--- config.mk ---
export PLATFORM = sky130hd
export DESIGN_NAME = cfg_stream_loader
export DESIGN_NICKNAME = d
export VERILOG_FILES = /design/src/rtl/cfg_stream_loader.sv
export SDC_FILE = /design/constraint.sdc
export NUM_CORES = 1
export LEC_CHECK = 0
export ABC_AREA = 1
export CAP_MARGIN = 25
export CORE_ASPECT_RATIO = 1.75
export CORE_MARGIN = 1.5
export CORE_UTILIZATION = 35
export CTS_CLUSTER_SIZE = 40
export DETAILED_ROUTE_END_ITERATION = 8
export GPL_TIMING_DRIVEN = 0
export PLACE_DENSITY_LB_ADDON = 0.25
export SYNTH_ARGS = -nofsm -noshare
export SYNTH_HDL_FRONTEND = slang
export SYNTH_SLANG_ARGS = --single-unit
--- constraint.sdc ---
create_clock -name clk -period 1.98 [get_ports clk]
set_input_delay 0.495 -clock clk [delete_from_list [all_inputs] [get_ports clk]]
set_output_delay 0.495 -clock clk [all_outputs]
set_load 0.01 [all_outputs]
--- src/rtl/cfg_stream_loader.sv ---
// Serializes host configuration frames (start pulse, target ID MSB first, payload LSB first) onto the config chain head.
// Optional header parity check with a sticky error and payload drain: define CFG_STREAM_LOADER_PARITY_EN.
module cfg_stream_loader #(
  parameter int WORD_WIDTH = 32,
  parameter int ID_WIDTH   = 3,
  parameter int LEN_WIDTH  = 16
) (
  input  logic                  clk,
  input  logic                  crst,
  input  logic [WORD_WIDTH-1:0] s_data,
  input  logic                  s_valid,
  output logic                  s_ready,
  output logic                  cfg_out_start,
  output logic                  cfg_bit_out,
  output logic                  cfg_bit_out_valid,
  output logic                  busy,
  output logic                  done,
  output logic                  err
);

  localparam int BIT_IDX_W = (WORD_WIDTH > 1) ? $clog2(WORD_WIDTH) : 1;
  localparam int ID_IDX_W  = (ID_WIDTH > 1) ? $clog2(ID_WIDTH) : 1;
  localparam logic [BIT_IDX_W-1:0] LAST_BIT = BIT_IDX_W'(WORD_WIDTH - 1);
  localparam logic [ID_IDX_W-1:0]  FIRST_ID = ID_IDX_W'(ID_WIDTH - 1);
  localparam logic [LEN_WIDTH-1:0] WORD_LEN = LEN_WIDTH'(WORD_WIDTH);
  localparam logic [LEN_WIDTH-1:0] ONE_LEN  = LEN_WIDTH'(1);

  typedef enum logic [2:0] {
    S_IDLE,
    S_START,
    S_ID,
    S_FETCH,
    S_SHIFT,
`ifdef CFG_STREAM_LOADER_PARITY_EN
    S_DRAIN,
`endif
    S_DONE
  } state_e;

  state_e                 state_q, state_d;
  logic [ID_WIDTH-1:0]    id_q, id_d;
  logic [ID_IDX_W-1:0]    id_idx_q, id_idx_d;
  logic [WORD_WIDTH-1:0]  word_q, word_d;
  logic [BIT_IDX_W-1:0]   bit_idx_q, bit_idx_d;
  logic [LEN_WIDTH-1:0]   rem_q, rem_d;
  logic s_ready_q, s_ready_d;
  logic start_q, start_d;
  logic bit_q, bit_d;
  logic valid_q, valid_d;
  logic busy_q, busy_d;
  logic done_q, done_d;

  logic                 handshake;
  logic [LEN_WIDTH-1:0] hdr_nbits;
  logic [ID_WIDTH-1:0]  hdr_id;

  assign handshake = s_valid & s_ready_q;
  assign hdr_nbits = s_data[LEN_WIDTH-1:0];
  assign hdr_id    = s_data[LEN_WIDTH+ID_WIDTH-1:LEN_WIDTH];

`ifdef CFG_STREAM_LOADER_PARITY_EN
  logic err_q, err_d;
  logic parity_bad;
  assign parity_bad = s_data[WORD_WIDTH-1] != (^s_data[WORD_WIDTH-2:0]);
`endif

  always_comb begin
    // NOTE: every signal gets a default before the case so no path leaves it unassigned (no latches).
    state_d   = state_q;
    id_d      = id_q;
    id_idx_d  = id_idx_q;
    word_d    = word_q;
    bit_idx_d = bit_idx_q;
    rem_d     = rem_q;
`ifdef CFG_STREAM_LOADER_PARITY_EN
    err_d     = err_q;
`endif

    case (state_q)
      S_IDLE: begin
        if (handshake) begin
          rem_d = hdr_nbits;
`ifdef CFG_STREAM_LOADER_PARITY_EN
          if (parity_bad) begin
            err_d = 1'b1;
            if (hdr_nbits != '0) state_d = S_DRAIN;
          end else
`endif
          if (hdr_nbits != '0) begin
            state_d = S_START;
            id_d    = hdr_id;
          end
        end
      end
      S_START: begin
        state_d  = S_ID;
        id_idx_d = FIRST_ID;
      end
      S_ID: begin
        if (id_idx_q == '0) begin
          state_d = S_FETCH;
        end else begin
          id_idx_d = id_idx_q - 1'b1;
          id_d     = id_q << 1;
        end
      end
      S_FETCH: begin
        if (handshake) begin
          state_d   = S_SHIFT;
          word_d    = s_data;
          bit_idx_d = '0;
        end
      end
      S_SHIFT: begin
        // rem_q counts payload bits still to emit, including the one on the wire now.
        rem_d = rem_q - ONE_LEN;
        if (rem_q == ONE_LEN) begin
          state_d = S_DONE;
        end else if (bit_idx_q == LAST_BIT) begin
          if (handshake) begin
            word_d    = s_data;
            bit_idx_d = '0;
          end else begin
            state_d = S_FETCH;
          end
        end else begin
          bit_idx_d = bit_idx_q + 1'b1;
          word_d    = word_q >> 1;
        end
      end
`ifdef CFG_STREAM_LOADER_PARITY_EN
      S_DRAIN: begin
        if (handshake) begin
          if (rem_q <= WORD_LEN) state_d = S_IDLE;
          else                   rem_d   = rem_q - WORD_LEN;
        end
      end
`endif
      S_DONE:  state_d = S_IDLE;
      default: state_d = S_IDLE;
    endcase

    // Outputs are decoded from the next state so they come straight out of flops.
    s_ready_d = (state_d == S_IDLE) || (state_d == S_FETCH) ||
                ((state_d == S_SHIFT) && (bit_idx_d == LAST_BIT) && (rem_d > ONE_LEN));
`ifdef CFG_STREAM_LOADER_PARITY_EN
    if (state_d == S_DRAIN) s_ready_d = 1'b1;
`endif
    start_d = (state_d == S_START);
    valid_d = (state_d == S_ID) || (state_d == S_SHIFT);
    bit_d   = 1'b0;
    if (state_d == S_ID)    bit_d = id_d[ID_WIDTH-1];
    if (state_d == S_SHIFT) bit_d = word_d[0];
    busy_d  = (state_d != S_IDLE);
    done_d  = (state_d == S_DONE);
  end

  // NOTE: sequential state uses non-blocking assignments so every flop samples pre-edge values.
  always_ff @(posedge clk) begin
    if (crst) begin
      state_q   <= S_IDLE;
      id_q      <= '0;
      id_idx_q  <= '0;
      word_q    <= '0;
      bit_idx_q <= '0;
      rem_q     <= '0;
      s_ready_q <= 1'b0;
      start_q   <= 1'b0;
      bit_q     <= 1'b0;
      valid_q   <= 1'b0;
      busy_q    <= 1'b0;
      done_q    <= 1'b0;
`ifdef CFG_STREAM_LOADER_PARITY_EN
      err_q     <= 1'b0;
`endif
    end else begin
      state_q   <= state_d;
      id_q      <= id_d;
      id_idx_q  <= id_idx_d;
      word_q    <= word_d;
      bit_idx_q <= bit_idx_d;
      rem_q     <= rem_d;
      s_ready_q <= s_ready_d;
      start_q   <= start_d;
      bit_q     <= bit_d;
      valid_q   <= valid_d;
      busy_q    <= busy_d;
      done_q    <= done_d;
`ifdef CFG_STREAM_LOADER_PARITY_EN
      err_q     <= err_d;
`endif
    end
  end

  assign s_ready           = s_ready_q;
  assign cfg_out_start     = start_q;
  assign cfg_bit_out       = bit_q;
  assign cfg_bit_out_valid = valid_q;
  assign busy              = busy_q;
  assign done              = done_q;
`ifdef CFG_STREAM_LOADER_PARITY_EN
  assign err = err_q;
`else
  assign err = 1'b0;
`endif

endmodule
==> metrics list, run 1 <==
* Outcome: completed
- Slew Viols, Final: 0
- Worst-margin pin slew: 674 ps
- DRT iter0 DRCs: 199
* Headroom to the max-slew limit: 0.550
- Area growth from synthesis to layout: 26.5%
* Cell area after synthesis: 4080 µm²
- STA classifies the critical path startpoint as a register.
- STA classifies the critical path endpoint as a register.
- Hold bufs inserted after CTS: 0
- The number of nets handed over by synthesis was 655.
- Sinks on the clock net: 67
- Cell-internal power: 0.00320 W
- Sequential fraction of design power: 0.304
- The detailed router placed 4243 vias in this run.
* Clock Path Buffers: 2
* Wire length of the first global-routing pass: 21100 µm
- The critical path is of the register to register type.
- Synthesized area per cell: 6.63 µm²
* Antenna cells: 0
- Count of pins on the block boundary: 42
- Number of nets with antenna violations after detailed routing: 0
- Number of synthesis warnings: 0
* Final hold viol count: 0
- The number of different library cells used by synthesis comes to 39.
- Routed length per placed instance: 15.7 µm
* Ratio of cells with drive above 1 in the final layout: 0.162
- The tightest hold path in the finished design has a slack of 467 ps.
* Largest net degree at the start of global routing: 14
- Hold Path Origin: id_idx_q[0]$_SDFFE_PP0P_
* Placeable core region: 11500 µm²
- After clock tree synthesis, the clock-pin slew on the worst setup and hold paths is 60 ps.
* Final period demand of the worst path: 1930 ps
* Effective utilization at floorplan: 0.356
- Based on the critical path, the design can be clocked at up to 518 MHz.
* Critical-path cell list: ha_2 > nand2_1 > nor2_2 > ha_4 > inv_4 > nor2_4 > o22ai_2 > nand2_4 > nand2_1 > a21oi_2 > nand2_1 > nor2_1 > nand2_1 > nand2_1
- For this run, the leading register cell type out of synthesis is sky130_fd_sc_hd__dfxtp_1.
- Maximum level of the CTS H-tree: 3
* Maximum ir drop on the vdd rail: 0.000463 V
- The floorplan has 52 rows.
* Largest area contributor in the synthesized netlist: sky130_fd_sc_hd__dfxtp_1
- Setup repair after global routing could not meet its margin everywhere.
* Fin crit share: 0.974
- In the synthesized netlist, the number of instances is 615.
* Vias in the first global route: 4357
- Clk pwr share: 0.304
- Most frequent cells after synthesis: sky130_fd_sc_hd__nand2_1, sky130_fd_sc_hd__nor2_1, sky130_fd_sc_hd__inv_1
- Clock tree from TritonCTS: done
- Origin of the critical flop-to-flop path: bit_idx_q[0]$_SDFF_PP0_
- Power spread over the standard cell area amounts to 1050 nW/µm².
- The pre-antenna-repair detailed-routing pass consisted of 4 iterations.
- The net count of the finished layout is 713.
- Count of flip-flops with a built-in enable after synthesis: 0
- Synth async-reset ratio: 0
- Vert. Die Dim: 146 µm
- In this design, the stage delay of the slowest critical-path cell is 350 ps.
* HPWL after DPL: 9620 µm
* Slowest cell on crit path: sky130_fd_sc_hd__dfxtp_2
* Net switching power of the design: 0.00220 W
- At the worst endpoint, the arrival time is 2200 ps.
- Total track usage: 0.215
* Post-Route Utilization: 0.450
* Initial antenna violation count: 0
- Average vias per placed instance: 5.22
* Final weighted congestion in routability-driven placement: 0.892
* Final wirelength: 12800 µm
- The clock arrives with 9.03 ps of skew.
- Leakage power figure: 2.11 nW
- Layout fillers: 1180
- Portion of the post-synthesis area used by sequential elements: 0.329
* Die Width: 84.6 µm
* Class of the most critical hold timing path: register to register
- Yosys top cell area share: 0.329
* Number of synthesized register bits: 67
* Cell with the most instances after synthesis: sky130_fd_sc_hd__nand2_1
* Quantity of I/O buffers inserted on ports: 39
- Number of endpoints failing setup at the final stage: 0
- Cell with the most instances on the worst path: sky130_fd_sc_hd__nand2_1
- Required time at the worst-slack endpoint: 2260 ps
* Proportion of total power due to net switching: 0.408
- Sum of overflow across all layers after global routing: 0
* Clock latency on the worst-skew pair: 340 ps
* Cell at the root of the clock tree: sky130_fd_sc_hd__clkbuf_16
* Number of buffers added by the clock tree synthesis step: 9
- Die footprint: 12300 µm²
* DRC: 0
- Launching element of the worst setup path: bit_idx_q[0]$_SDFF_PP0_
* Biggest area contributors in the synthesized netlist: sky130_fd_sc_hd__dfxtp_1, sky130_fd_sc_hd__nand2_1, sky130_fd_sc_hd__nor2_1, sky130_fd_sc_hd__inv_1, sky130_fd_sc_hd__nand3_1
- Part of the total power dissipated in combinational logic: 0.392
- Max-cap violations in this run came to 0.
- In this run the worst path has a maximum fanout of 6.
[power groups by stage]
stage / combinational (W) / sequential, W / clock [W]
floorplan: 0.00147 / 0.00164 / 0
global placement: 0.00200 / 0.00166 / 0
detailed placement: 0.00203 / 0.00166 / 0
CTS: 0.00205 / 0.00164 / 0.00166
global route: 0.00241 / 0.00166 / 0.00171
finish: 0.00212 / 0.00164 / 0.00164
[path summary, 6_finish.rpt]
| check | slack (ps) | end | depth (start not counted) |
|---|---|---|---|
| setup / recovery | 50 | s_ready$_SDFF_PP0_ | 14 |
| hold / removal | 470 | id_idx_q[0]$_SDFFE_PP0P_ | 2 |
| hold reg to reg | 470 | id_idx_q[0]$_SDFFE_PP0P_ | 2 |
| setup reg to reg | 50 | s_ready$_SDFF_PP0_ | 14 |
[cell type report]
cell class / instances / area (µm²) / area share
buffer: 28 / 200 / 0.0388
clock buffer: 9 / 225 / 0.0437
clock inverter: 7 / 75.1 / 0.0146
inverter: 76 / 290 / 0.0563
multi-input combinational: 444 / 2400 / 0.465
sequential: 67 / 1350 / 0.261
tap: 135 / 169 / 0.0328
timing repair buffer: 47 / 454 / 0.0881
[stage by stage]
stage / setup WS (ps) / total power (W) / area [µm²] / setup TNS, ps / instances
global route: -61.6 / 0.00578 / 5160 / -127 / 813
floorplan: 121 / 0.00310 / 4080 / 0 / 615
CTS: 0.171 / 0.00535 / 5000 / 0 / 807
finish: 51.3 / 0.00541 / 5160 / 0 / 813
global placement: -601 / 0.00366 / 4640 / -18540 / 789
detailed placement: -613 / 0.00369 / 4640 / -19680 / 789
[worst max-delay path: cells and delay by family, from the launching register on]
| family | cells | cell delay (ps) |
|---|---|---|
| buf+inv | 1 | 60 |
| compound gates | 2 | 250 |
| fa+ha+maj | 2 | 350 |
| flops | 1 | 350 |
| simple gates | 9 | 840 |
[flip-flops by register name, indices dropped and copies added, names as in the netlist]
| signal | flops |
|---|---|
| done | 1 |
| cfg_bit_out | 1 |
| word_q | 32 |
| bit_idx_q | 5 |
| id_idx_q | 2 |
| id_q | 3 |
| s_ready | 1 |
| busy | 1 |
| state_q | 3 |
| cfg_out_start | 1 |
| cfg_bit_out_valid | 1 |
| rem_q | 16 |
[layout by cell type (no fill, tap or decap), types with 3 or more instances in the layout]
master / netlist / routed
sky130_fd_sc_hd__buf_6: 7 / 6
sky130_fd_sc_hd__nand2_2: 5 / 4
sky130_fd_sc_hd__nor4_2: 1 / 3
sky130_fd_sc_hd__nand4_1: 4 / 4
sky130_fd_sc_hd__o211ai_1: 16 / 16
sky130_fd_sc_hd__inv_2: 7 / 7
sky130_fd_sc_hd__a21oi_1: 29 / 27
sky130_fd_sc_hd__nor2_1: 83 / 79
sky130_fd_sc_hd__clkbuf_16: 0 / 9
sky130_fd_sc_hd__dfxtp_2: 0 / 5
sky130_fd_sc_hd__o21ai_1: 4 / 4
sky130_fd_sc_hd__nand2_1: 154 / 153
sky130_fd_sc_hd__or2_2: 9 / 9
sky130_fd_sc_hd__a221oi_1: 3 / 3
sky130_fd_sc_hd__a221oi_2: 9 / 9
sky130_fd_sc_hd__nor2_2: 5 / 6
sky130_fd_sc_hd__nor2_4: 3 / 6
sky130_fd_sc_hd__dfxtp_1: 67 / 62
sky130_fd_sc_hd__buf_4: 4 / 14
sky130_fd_sc_hd__o21ai_0: 25 / 24
sky130_fd_sc_hd__clkbuf_1: 12 / 10
sky130_fd_sc_hd__nand2_4: 3 / 4
sky130_fd_sc_hd__nand3_1: 41 / 41
sky130_fd_sc_hd__clkinvlp_4: 0 / 3
sky130_fd_sc_hd__a31oi_1: 20 / 20
sky130_fd_sc_hd__inv_1: 69 / 67
sky130_fd_sc_hd__o22ai_1: 6 / 5
sky130_fd_sc_hd__clkdlybuf4s50_1: 0 / 36
[logic make-up (layout without fill, tap and decap cells)]
family	after synthesis	after routing	synth area share
and+or+nand+nor	318	318	0.345
buffers and inverters	104	167	0.114
adders and majority gates	5	5	0.0153
other	1	1	0.000920
muxes	1	1	0.00245
AOI/OAI and AO/OA	119	119	0.194
DFF	67	67	0.329
[metal layers]
layer | up-vias | GRT usage | wire length (µm)
li1 | 2148 | - | -
met3 | 22 | 0.0301 | 412
met4 | 0 | 0.127 | 396
met5 | - | 0 | 0
met2 | 79 | 0.400 | 7050
met1 | 1994 | 0.223 | 4890
[what timing repair did]
action,in CTS,in global routing
resized for setup,17,31
buffers inserted,2,6
endpoints found under the setup margin,38,34
pin swaps,2,11
hold endpoints to repair,0,0
(Power assumes the default switching activity.)
==> run 2: changes to the inputs <==
--- a/config.mk
+++ b/config.mk
@@ -14,6 +14,7 @@
 export DETAILED_ROUTE_END_ITERATION = 8
 export GPL_TIMING_DRIVEN = 0
 export PLACE_DENSITY_LB_ADDON = 0.25
+export REMOVE_ABC_BUFFERS = 1
 export SYNTH_ARGS = -nofsm -noshare
 export SYNTH_HDL_FRONTEND = slang
 export SYNTH_SLANG_ARGS = --single-unit
==> run 2 against run 1 <==
  * Critical path depth shrank 3
  * Fmax is essentially flat
  * Sequential power up 2%
  * First-iteration DRC count is 33% higher
  * Via count rose by 0.52%
  * Sequential share of layout area decreased by 0.14 points
  * Clock power down 13%
  * Setup slack barely moved
  * Non-clock buffer count decreased by 11
==> metrics list, run 2 (synthesized netlist as in run 1, its figures left out) <==
- Outcome: completed
- The met1 routed wirelength after detailed routing came to 4810 µm (-1.6%).
- Buffers plus inverters on the worst setup path: 2 (+1)
* Number of endpoints failing setup at the final stage: 0 (unchanged)
* Wire length of the first global-routing pass: 20400 µm (-3.4%)
* Largest net degree at the start of global routing: 38 (+24)
* HPWL after DPL: 8270 µm (-14%)
* Final wirelength: 12500 µm (-2.3%)
- The number of filler cells placed in the layout came to 1169 (-0.93%).
- The number of flip-flops in the largest register is 32 (unchanged).
* Overall power: 0.00539 W (-0.30%)
- Clock Path Buffers: 2 (unchanged)
- Clock transition at path regs: 50 ps (about the same)
* Fin crit share: 0.974 (about the same)
- Vias after detailed routing: 4265 (+0.52%)
- The detailed-routing iteration count for the pre-antenna-repair pass is 5 (+1).
- Leaving out fill and tap cells, the most frequent cell in the layout is sky130_fd_sc_hd__nand2_1.
* Clock latency on the worst-skew pair: 340 ps (about the same)
- The final critical-path setup slack was 51.8 ps (+0.490 ps).
- The worst-path maximum fanout is 5 (-1).
* Register name with the most flops: word_q
- The overall fraction of global-route tracks in use is 0.208 (-0.00754).
- Worst endpoint data arrival time: 2160 ps (-40 ps)
- The critical path's largest stage delay was 430 ps (+80 ps).
- The number of cell rows came to 52 (unchanged).
- Vias in the first global route: 4165 (-4.4%)
- The final worst clock skew is 5.32 ps (-3.71 ps).
- Routed wl met2: 6610 µm (-6.3%)
- The cell family contributing the most delay on the critical path is simple AND/OR/NAND/NOR gates.
- Sinks on the clock net: 67 (unchanged)
- The signal on the critical path passes through nand2_8 > buf_4 > or2_2 > o22ai_1 > inv_1 > o21ai_1 > nand3_1 > nor2_1 > nand2_1 > nand2_2 > nand2_1.
- Area growth from synthesis to layout: 27.5%
* Count of pins on the block boundary: 42 (unchanged)
* Slowest cell on crit path: sky130_fd_sc_hd__dfxtp_4
- Setup repair after global routing missed its margin: true
- The cell that appears most often on the critical path is sky130_fd_sc_hd__nand2_1.
- The total of max-cap violations came to 0 (unchanged).
- Required time at the worst-slack endpoint: 2210 ps (-50 ps)
- Die Width: 84.6 µm (unchanged)
* Clock tree from TritonCTS: done
- Number of nets in the layout: 706 (-0.98%)
- Crit path kind: register to register
- Startpoint types: register
- Number of nets with antenna violations after detailed routing: 0 (unchanged)
- Maximum level of the CTS H-tree: 3 (unchanged)
- The post-cts hold buffer count was 0 (unchanged).
* Worst slack at placement: -1920 ps (-1310 ps)
- The number of diodes came to 0 (unchanged).
- The count of endpoints failing hold in the final timing report came to 0 (unchanged).
- Number of buffers added by the clock tree synthesis step: 9 (unchanged)
* Initial antenna violation count: 0 (unchanged)
- The die extent in y was 146 µm (unchanged).
- Post-Route Utilization: 0.454 (+0.00361)
- The slew of the pin with the lowest slew margin is 736 ps (+61.8 ps).
- Met3 Routed Length: 418 µm (+1.5%)
- The final weighted congestion in routability-driven placement was 0.860 (-3.6%).
* Largest registers: word_q (32), rem_q (16), bit_idx_q (5)
- The initial DRC count is 265 (+33%).
* Class of the most critical hold timing path: register to register
* Routed length per placed instance: 15.5 µm (-1.1%)
* DRC: 0 (unchanged)
* Final period demand of the worst path: 1930 ps (-0.490 ps)
- The static power due to leakage came to 2.08 nW (-1.5%).
- The overflow left after global routing was 0 (unchanged).
- The via density per instance is 5.31 (+1.8%).
- Effective utilization at floorplan: 0.356 (unchanged)
- The share of cells above drive strength 1 came to 0.172 (+0.00991).
* Crit end category: register
- The maximum clock frequency came to 519 MHz (about the same).
* Maximum ir drop on the vdd rail: 0.000571 V (+23%)
- The placeable core region is 11500 µm² (unchanged).
* Cell area power density: 1040 nW/µm² (-1.1%)
- Slew Viols, Final: 0 (unchanged)
- The slack of the worst reg-to-reg path is 50 ps (about the same).
- Cell at the root of the clock tree: sky130_fd_sc_hd__clkbuf_16
- The area of the die is 12300 µm² (unchanged).
- Highest routing layer actually used: met4
- The library cells used most frequently in the layout, excluding fill and tap cells, are sky130_fd_sc_hd__nand2_1, sky130_fd_sc_hd__nor2_1, sky130_fd_sc_hd__inv_1, sky130_fd_sc_hd__dfxtp_1.
- Headroom to the max-slew limit: 0.509 (-0.0412)
* Quantity of I/O buffers inserted on ports: 40 (+2.6%)
==> run 2: per-stage QoR <==
step	TNS, ps	std cells	instance area [µm²]	hold slack, ps
2_1_floorplan	-3200	587	3900	438
3_3_place_gp	-81520	762	4470	453
3_5_place_dp	-62360	763	4490	456
4_1_cts	-70.7	790	4960	464
5_1_grt	-287	803	5200	506
6_report	0	803	5200	467
==> run 2: worst paths after layout <==
check,from,to,cells after the start
hold / removal,id_idx_q[0]$_SDFFE_PP0P_,id_idx_q[0]$_SDFFE_PP0P_,2
setup reg to reg,s_ready$_SDFF_PP0_,s_ready$_SDFF_PP0_,11
setup / recovery,s_ready$_SDFF_PP0_,s_ready$_SDFF_PP0_,11
hold reg to reg,id_idx_q[0]$_SDFFE_PP0P_,id_idx_q[0]$_SDFFE_PP0P_,2
==> run 2: cell type report <==
cell class	count	area, µm²	share of cell area
multi-input combinational	446	2470	0.476
timing repair inverter	2	16.3	0.00313
clock buffer	13	250	0.0481
timing repair buffer	64	618	0.119
tap	135	169	0.0325
inverter	76	322	0.0619
sequential	67	1350	0.260
==> run 2: layer usage <==
| layer | vias to the layer above | global-route usage |
|---|---|---|
| met2 | 108 | 0.377 |
| met4 | 0 | 0.139 |
| li1 | 2136 | - |
| met5 | - | 0 |
| met1 | 1984 | 0.211 |
| met3 | 37 | 0.0363 |
==> run 2: worst reg2reg max path: cells and delay by family (launching register included) <==
kind,cells,cell delay [ps]
and+or+nand+nor,7,870
AOI/OAI and AO/OA,2,270
buffers and inverters,2,250
DFF,1,430
==> run 2: repair_timing <==
action | CTS | global route
endpoints found under the setup margin | 64 | 23
gates cloned | 4 | 0
gates resized for setup | 31 | 35
setup buffers | 10 | 13
pin swaps | 3 | 12
==> run 2: power by group <==
group | total [W] | switching (W) | leakage (nW) | internal [W]
combinational | 0.00229 | 0.00147 | 1.41 | 0.000818
sequential | 0.00168 | 0.000172 | 0.546 | 0.00150
clock | 0.00143 | 0.000568 | 0.122 | 0.000862
